File: config.mk
export PLATFORM = sky130hd
export DESIGN_NAME = mem_port_arbiter
export DESIGN_NICKNAME = d
export VERILOG_FILES = /design/src/rtl/common_pkg.sv /design/src/rtl/mem_port_arbiter_fairness.sv /design/src/rtl/mem_port_arbiter.sv
export SDC_FILE = /design/constraint.sdc
export NUM_CORES = 1
export LEC_CHECK = 0
export CAP_MARGIN = 40
export CORE_AREA = 2 2 199 201
export DETAILED_ROUTE_END_ITERATION = 12
export DIE_AREA = 0 0 201 203
export RECOVER_POWER = 50
export REMOVE_ABC_BUFFERS = 1
export SLEW_MARGIN = 10
export SYNTH_ARGS = -nofsm -noshare
export SYNTH_HDL_FRONTEND = slang
export SYNTH_SLANG_ARGS = --single-unit
export TNS_END_PERCENT = 5
File: constraint.sdc
create_clock -name clk -period 2.11 [get_ports clk]
set_input_delay 0.3165 -clock clk [delete_from_list [all_inputs] [get_ports clk]]
set_output_delay 0.3165 -clock clk [all_outputs]
set_load 0.02 [all_outputs]
File: src/rtl/common_pkg.sv
// common: shared bus/memory request and response types plus arbiter state encoding
package common;
  typedef struct packed {
    logic        valid;
    logic [63:0] addr;
  } ibus_req_t;
  typedef struct packed {
    logic        addr_ok;
    logic        data_ok;
    logic [31:0] data;
  } ibus_resp_t;
  typedef struct packed {
    logic        valid;
    logic [63:0] addr;
    logic [2:0]  size;
    logic [7:0]  strobe;
    logic [63:0] data;
  } dbus_req_t;
  typedef struct packed {
    logic        addr_ok;
    logic        data_ok;
    logic [63:0] data;
  } dbus_resp_t;
  typedef struct packed {
    logic        valid;
    logic        is_write;
    logic [63:0] addr;
    logic [2:0]  size;
    logic [7:0]  strobe;
    logic [63:0] data;
  } mem_req_t;
  typedef struct packed {
    logic        addr_ok;
    logic        data_ok;
    logic [63:0] data;
  } mem_resp_t;
  typedef enum logic [1:0] {IDLE, REQ, WAIT, RESP} arb_state_t;
  localparam logic [2:0] MSIZE4 = 3'b010;
  localparam logic [2:0] MSIZE8 = 3'b011;
endpackage

File: src/rtl/mem_port_arbiter_fairness.sv
// arb_fairness: dbus-first grant decision with a streak limit that lets a waiting ibus through
module arb_fairness #(
  parameter int MAX_D_STREAK = 4
) (
  input  logic clk,
  input  logic reset,
  input  logic i_valid,
  input  logic d_valid,
  input  logic arb_en,
  output logic grant_i,
  output logic grant_d
);
  localparam int W = $clog2(MAX_D_STREAK + 1);
  localparam logic [W-1:0] MAX = W'(MAX_D_STREAK);
  logic [W-1:0] streak;
  assign grant_d = arb_en && d_valid && (!i_valid || streak < MAX);
  assign grant_i = arb_en && i_valid && !grant_d;
  // streak counts dbus wins only while ibus is kept waiting
  always_ff @(posedge clk) begin
    if (reset) streak <= '0;
    else if (grant_d) streak <= i_valid ? streak + W'(1) : '0;
    else if (grant_i) streak <= '0;
  end
endmodule

File: src/rtl/mem_port_arbiter.sv
// mem_port_arbiter: shares one downstream memory port between ibus and dbus, one transaction at a time
module mem_port_arbiter
  import common::*;
#(
  parameter int MAX_D_STREAK = 4
) (
  input  logic       clk,
  input  logic       reset,
  input  ibus_req_t  ireq,
  output ibus_resp_t iresp,
  input  dbus_req_t  dreq,
  output dbus_resp_t dresp,
  output mem_req_t   oreq,
  input  mem_resp_t  oresp
);
  arb_state_t  state;
  logic        owner_i;
  mem_req_t    req;
  logic [63:0] rdata;
  logic        grant_i, grant_d;
  arb_fairness #(.MAX_D_STREAK(MAX_D_STREAK)) u_fair (
    .clk(clk),
    .reset(reset),
    .i_valid(ireq.valid),
    .d_valid(dreq.valid),
    .arb_en(state == IDLE),
    .grant_i(grant_i),
    .grant_d(grant_d)
  );
  // outputs are pure decodes of state and latched registers
  always_comb begin
    oreq = req;
    oreq.valid = state == REQ;
    iresp = (state == RESP && owner_i) ? '{1'b1, 1'b1, req.addr[2] ? rdata[63:32] : rdata[31:0]} : '0;
    dresp = (state == RESP && !owner_i) ? '{1'b1, 1'b1, rdata} : '0;
  end
  // arbitrate in IDLE, then hold the grant until downstream returns data
  always_ff @(posedge clk) begin
    if (reset) begin
      state <= IDLE;
      owner_i <= 1'b0;
      req <= '0;
      rdata <= '0;
    end else begin
      case (state)
        IDLE: begin
          if (grant_d) begin
            owner_i <= 1'b0;
            req <= '{1'b0, |dreq.strobe, dreq.addr, dreq.size, dreq.strobe, dreq.data};
            state <= REQ;
          end else if (grant_i) begin
            owner_i <= 1'b1;
            req <= '{1'b0, 1'b0, ireq.addr, MSIZE4, 8'h00, 64'h0};
            state <= REQ;
          end
        end
        REQ: begin
          if (oresp.addr_ok) begin
            state <= oresp.data_ok ? RESP : WAIT;
            if (oresp.data_ok) rdata <= oresp.data;
          end
        end
        WAIT: begin
          if (oresp.data_ok) begin
            state <= RESP;
            rdata <= oresp.data;
          end
        end
        RESP: state <= IDLE;
      endcase
    end
  end
endmodule
==> summary.md, run 1 <==
| Metric | Value |
|---|---|
| Sequential-to-total area share from yosys stat | 45.1% |
| Max Slew Vio Count | 0 |
| CTS Buf Count | 25 |
| EDFF count, synth | 0 |
| DR top layer | met4 |
| Final Instance Count excl. Fillers | 2048 |
| DR iter-0 viols | 520 |
| MaxCap Viol Count | 0 |
| Max clock buf depth | 3 |
| CP max stage delay | 350 ps |
| Critical Path End Type | primary output |
| Final min period | 2120 ps |
| RSZ-0062 raised after global routing | yes |
| Final worst slack | -5.09 ps |
| Path depth of the worst reg2reg path | 8 |
| Clock net sink count | 210 |
| CTS Hold Bufs | 0 |
| Worst hold path type | input pin to flip-flop |
| Worst Path Class, Setup | flip-flop to primary output |
| R2R Setup Slk | 80 ps |
| Post-synth top area share | 45.1% |
| Post-layout nets | 1790 |
| GR Overflow Total | 0 |
| First-pass GRT wire length | 63200 µm |
| WL met3 | 3680 µm |
| Via/cell ratio | 5.21 |
| Slew of the pin with the lowest slew margin | 627 ps |
| Critical path arrival | 1800 ps |
| F_max | 473 MHz |
| DRC viols | 0 |
| Synthesized netlist cell count | 1055 |
| FF-to-FF Start | state[0]$_SDFFE_PP0P_ |
| Core area | 38500 µm² |
| Final hold violations | 0 |
| Worst slew margin | 58.2% |
| Layout area overhead | 74.7% |
| Synth async-reset ratio | 0% |
| Hold EP | rdata[19]$_SDFFE_PP0P_ |
| FP Rows | 72 |
| Critical path buffers and inverters | 3 |
| Synth cell types | 39 |
| Peak supply drop | 0.753 mV |
| Worst Skew | 18.2 ps |
| Die height | 203 µm |
| Post-synthesis cell area | 9320 µm² |
| Placed Cells | 1992 |
| Top_reg_cell synth | dfxtp_1 |
| Power density cells | 1000 nW/µm² |
| Die Span X | 201 µm |
| CP Cell Sequence | ha_4 > nor2b_4 > buf_8 > clkbuf_16 > and2_1 > buf_6 |
| First-pass detailed-route iteration total | 4 |
| Yosys Warn Count | 0 |
| Endpoints failing setup | 1 |
| H-tree Lvls | 1 |
| Routed Antenna Nets | 0 |
| Failing checks | setup timing |
| HP Start | oresp[64] |
| Synth top area cells | dfxtp_1 45%, a32oi_1 13%, a21oi_1 7.0% |
| Number of global-route vias before repair | 10.6k |
| Worst-path clk slew | 60 ps |
| CTS tree | yes |
| Worst hold path stage count | 3 |
| Wl on met1 | 16500 µm |
| Critical path's slowest cell | dfxtp_2 |
| Initial antenna violation count | 0 |
| #FFs+latches synth | 210 |
| Drt total wl | 42900 µm |
| Largest net degree at the start of global routing | 67 |
| Via count | 10.7k |
| Outcome | finished with violations |
| Io pins | 514 |
| GR Util All Layers | 19.3% |
| Leakage Power | 6.09 nW |
| Post-synthesis cell type with the largest combined area | dfxtp_1 |
| Setup_tns | -5.09 ps |
| Initial Util | 24.2% |
| Worst skew pair latency | 530 ps |
| Met2 WL | 21200 µm |
| Crit Path Max Fanout | 7 |
| Hold_ws | 184 ps |
| Root cell of the clock tree | clkbuf_16 |
| N_diodes | 0 |
| Port buffer count | 513 |
| Syn Area/Cell | 8.84 µm² |
| Top-count cell post-synth | dfxtp_1 |
| Synth cell count leaders | 210 x dfxtp_1, 138 x a32oi_1, 130 x a21oi_1 |
| Die Area | 40800 µm² |
| Delay-heaviest family, CP | buffers and inverters |
| WP data required | 1790 ps |
| GPL Wtd Cong | 0.840 |
| Detail Placement HPWL | 29300 µm |
| WL/cell | 20.9 µm |
| Worst setup SP type | flip-flop |
| Reg2reg end | rdata[42]$_SDFFE_PP0P_ |
| Period utilisation layout | 100% |
| Fraction of layout cells with a size suffix above 1 | 15.0% |
| Pwr Total | 16.3 mW |
| Post-layout util | 42.3% |
-- per-stage QoR --
step	area, µm²	setup slack [ps]
floorplan	8710	-2760
global placement	15200	105
detailed placement	15200	29.6
CTS	15800	-55.2
global route	16300	-60.1
finish	16300	-5.09
-- worst max path at each step --
stage,start,end,slack (ps),cells after the start
3_5_place_dp,state[0]$_SDFFE_PP0P_,dresp[53],30,5
2_1_floorplan,state[0]$_SDFFE_PP0P_,oreq[73]$_SDFFE_PP0P_,-2760,5
3_3_place_gp,state[0]$_SDFFE_PP0P_,dresp[22],100,5
4_1_cts,oreq[77]$_SDFFE_PP0P_,iresp[31],-60,4
6_report,state[1]$_SDFFE_PP0P_,dresp[53],-5,6
5_1_grt,state[1]$_SDFFE_PP0P_,dresp[47],-60,6
-- power by group --
part | switching (mW) | total, mW | internal, mW | leakage [nW]
combinational | 3.82 | 6.57 | 2.75 | 3.93
sequential | 0.497 | 5.23 | 4.73 | 1.72
clock | 1.76 | 4.53 | 2.77 | 0.435
-- placed cells by master (no fill, tap or decap), types with 2 or more instances in the layout --
cell / instances
clkbuf_16: 29
buf_16: 2
a22oi_1: 2
dlygate4sd3_1: 134
dlygate4sd2_1: 5
clkdlybuf4s15_1: 15
nor2b_1: 2
nand2_1: 2
o21ai_0: 47
clkbuf_1: 3
buf_4: 19
mux2i_1: 29
buf_12: 20
o2111ai_1: 64
and2_4: 30
ha_1: 3
clkdlybuf4s50_1: 274
buf_6: 66
dfxtp_2: 3
nor2_1: 109
and2_1: 35
clkbuf_2: 18
a21oi_1: 130
clkinv_2: 4
dfxtp_1: 206
buf_8: 2
or4_1: 2
nand3_1: 64
bufinv_16: 2
ha_4: 2
a32oi_1: 138
clkbuf_8: 11
buf_2: 5
inv_6: 2
o21ai_1: 17
mux2i_2: 4
inv_1: 6
-- flip-flops by register name, summed over array words and instances, names as in the netlist --
signal         cells
oreq             140
rdata             64
owner_i            1
state              2
u_fair.streak      3
-- tightest hold or removal path, cell delays in order --
cell     delay (ps)
buf_2           180
nand3_1         110
a21oi_1          50
-- cell type report --
class	instances	area [µm²]
Clock inverter	9	105
Tap cell	518	648
Sequential cell	210	4210
Clock buffer	37	771
Inverter	8	30.0
Fill cell	3828	22200
Multi-Input combinational cell	699	4630
Timing Repair Buffer	567	5890
-- kinds of logic after synthesis --
| family | synth area share, % |
|---|---|
| flops | 45.1 |
| simple gates | 13.2 |
| fa+ha+maj | 0.805 |
| buf+inv | 6.86 |
| mux | 3.81 |
| compound gates | 30.3 |
-- layer usage --
layer,track usage (%),vias up
met2,34.0,529
met5,0,-
li1,-,4930
met1,22.4,5136
met3,5.63,75
met4,6.32,0
-- timing repair --
action                                  in CTS  in global routing
gates resized for setup                    335                179
setup buffers                                3                  1
cloned                                       2                  4
pin swaps                                    0                  9
endpoints found under the setup margin     102                 96
Note: power is estimated with default switching activity, not from simulation.
==> inputs of run 2 (changes only) <==
- CORE_AREA: 2 2 199 201 -> 2 2 203 205
- CTS_BUF_LIST: default -> sky130_fd_sc_hd__clkbuf_4
- DIE_AREA: 0 0 201 203 -> 0 0 205 207
==> run 2 against run 1 <==
Effect of this change: flip-flop and latch count is the same; worst hold slack lost 60 ps; the flow still finishes with violations (setup timing); critical path type unchanged; sequential power about the same; largest cell class unchanged; sequential share of layout area is 0.24 points higher; cell area fell by 0.92%; non-clock buffer count up 9; final cell count grew 4.4%.
==> summary.md, run 2 (same netlist as run 1, synthesis figures left out) <==
| Metric | Value |
|---|---|
| Outcome | finished with violations |
| Failing checks | setup timing |
| Fraction of layout cells with a size suffix above 1 | 19.9% (+4.9 points) |
| DR iter-0 viols | 623 (+20%) |
| RSZ-0062 raised after global routing | yes |
| CP Cell Sequence | ha_4 > nor2b_4 > buf_12 > buf_16 > and2_4 > buf_6 |
| Delay-heaviest family, CP | buffers and inverters |
| Power density cells | 974 nW/µm² (-2.9%) |
| Port buffer count | 513 (unchanged) |
| H-tree Lvls | 2 (+1) |
| Period utilisation layout | 112% (+11 points) |
| Drt total wl | 43800 µm (+2.2%) |
| Detail Placement HPWL | 29400 µm (+0.42%) |
| Root cell of the clock tree | clkbuf_4 |
| Setup WS pre-CTS | 59.6 ps (+30.0 ps) |
| Routed Antenna Nets | 0 (unchanged) |
| Critical Path End Type | primary output |
| Crit Path Max Fanout | 7 (unchanged) |
| GPL Wtd Cong | 0.866 (+3.1%) |
| DRC viols | 0 (unchanged) |
| Post-layout nets | 1834 (+2.5%) |
| Die Area | 42400 µm² (+4.0%) |
| GR Util All Layers | 19.2% (-0.077 points) |
| Endpoints failing setup | 137 (+136) |
| Worst Skew | 33.6 ps (+15.5 ps) |
| GR Overflow Total | 0 (unchanged) |
| Layout fillers | 4107 (+7.3%) |
| Number of global-route vias before repair | 10.7k (+0.82%) |
| Io pins | 514 (unchanged) |
| Critical path arrival | 2040 ps (+240 ps) |
| Worst hold path stage count | 3 (unchanged) |
| Critical path buffers and inverters | 3 (unchanged) |
| Critical path depth | 6 (unchanged) |
| Worst-path clk slew | 70 ps (about the same) |
| Worst Path Class, Setup | flip-flop to primary output |
| Placed Cells | 2011 (+0.95%) |
| Core area | 40400 µm² (+4.9%) |
| MaxCap Viol Count | 0 (unchanged) |
| Path depth of the worst reg2reg path | 8 (unchanged) |
| CTS Buf Count | 60 (+140%) |
| Initial Util | 23.1% (-1.1 points) |
| Commonest non-fill, non-tap cell in the layout | clkdlybuf4s50_1 |
| WP data required | 1790 ps (about the same) |
| Max reg flops | 140 (unchanged) |
| Via/cell ratio | 5.04 (-3.3%) |
| Leakage Power | 6.33 nW (+4.0%) |
| Via count | 10.8k (+0.99%) |
| Max Slew Vio Count | 0 (unchanged) |
| Slew of the pin with the lowest slew margin | 621 ps (-5.85 ps) |
| Max clock buf depth | 3 (unchanged) |
| First-pass GRT wire length | 64200 µm (+1.6%) |
| Final worst slack | -247 ps (-242 ps) |
| FP Rows | 74 (+2.8%) |
| Commonest cells after routing, fill and taps aside | 276 x clkdlybuf4s50_1, 206 x dfxtp_1, 138 x a32oi_1, 130 x a21oi_1, 129 x dlygate4sd2_1 |
| Final min period | 2360 ps (+242 ps) |
| Worst slew margin | 58.6% (+0.39 points) |
| WL/cell | 20.5 µm (-2.1%) |
| First-pass detailed-route iteration total | 5 (+1) |
| F_max | 424 MHz (-10%) |
| Die Span X | 205 µm (+2.0%) |
| Worst setup SP type | flip-flop |
| Peak supply drop | 0.563 mV (-25%) |
| Final instance area | 16100 µm² (-0.92%) |
| Worst hold path type | input pin to flip-flop |
| Clock net sink count | 210 (unchanged) |
| Critical path's slowest cell | dfxtp_2 |
| Dpl cell area | 15200 µm² (+0.35%) |
| Final Instance Count excl. Fillers | 2138 (+4.4%) |
| Largest net degree at the start of global routing | 97 (+45%) |
| CP max stage delay | 350 ps (about the same) |
| Worst skew pair latency | 750 ps (+220 ps) |
| Final hold violations | 0 (unchanged) |
| CTS tree | yes |
| Layout area overhead | 73.1% |
| Die height | 207 µm (+2.0%) |
| Initial antenna violation count | 3 (+3) |
==> run 2: layout make-up <==
cell class / instances / area [µm²] / area share, %
clock buffers: 93 / 698 / 4.33
repair buffers: 576 / 5780 / 35.8
diodes: 2 / 5.00 / 0.0310
inverters: 8 / 30.0 / 0.186
clock inverters: 18 / 100 / 0.620
flip-flops and latches: 210 / 4210 / 26.1
multi-input cells: 699 / 4650 / 28.8
well taps: 532 / 666 / 4.12
==> run 2: what timing repair did <==
action	4_1_cts	5_1_grt
setup buffers	4	0
endpoints found under the hold margin	35	0
pin swaps	3	7
gates cloned	3	3
setup endpoints to repair	229	107
gates resized for setup	654	72
hold buffers	4	0
==> run 2: path summary, 6_finish.rpt <==
kind | start | endpoint | slack [ps]
worst max-delay path | state[0]$_SDFFE_PP0P_ | dresp[44] | -250
worst min-delay path | oresp[12] | rdata[12]$_SDFFE_PP0P_ | 120
worst max register to register | state[0]$_SDFFE_PP0P_ | oreq[92]$_SDFFE_PP0P_ | -70
worst min register to register | oreq[139]$_SDFFE_PP0P_ | oreq[139]$_SDFFE_PP0P_ | 460
==> run 2: power by group <==
group / internal [mW] / switching, mW
clock network: 2.12 / 1.86
logic: 2.66 / 3.86
registers: 4.73 / 0.490
total: 9.51 / 6.21
==> run 2: worst min-delay path, cell delays in order <==
cell             delay (ps)
clkdlybuf4s50_1         400
nand3_1                  70
a21oi_1                  50
==> run 2: per-stage QoR <==
step                      power (mW)  hold WS (ps)  util, %  setup TNS (ps)
after global placement          12.0           444     37.7               0
after global routing            16.6          58.3     40.0          -41900
after CTS                       16.0          17.1     39.6          -26280
after detailed placement        12.1           459     37.7               0
final                           15.7           124     40.0          -17080
after floorplan                 8.39           386        -         -467660
==> run 2: metal layers <==
layer	part of all wire [%]	global-route usage (%)
met5	0	0
met4	2.5	6.00
met3	9.9	7.13
met2	50	33.2
met1	38	21.9
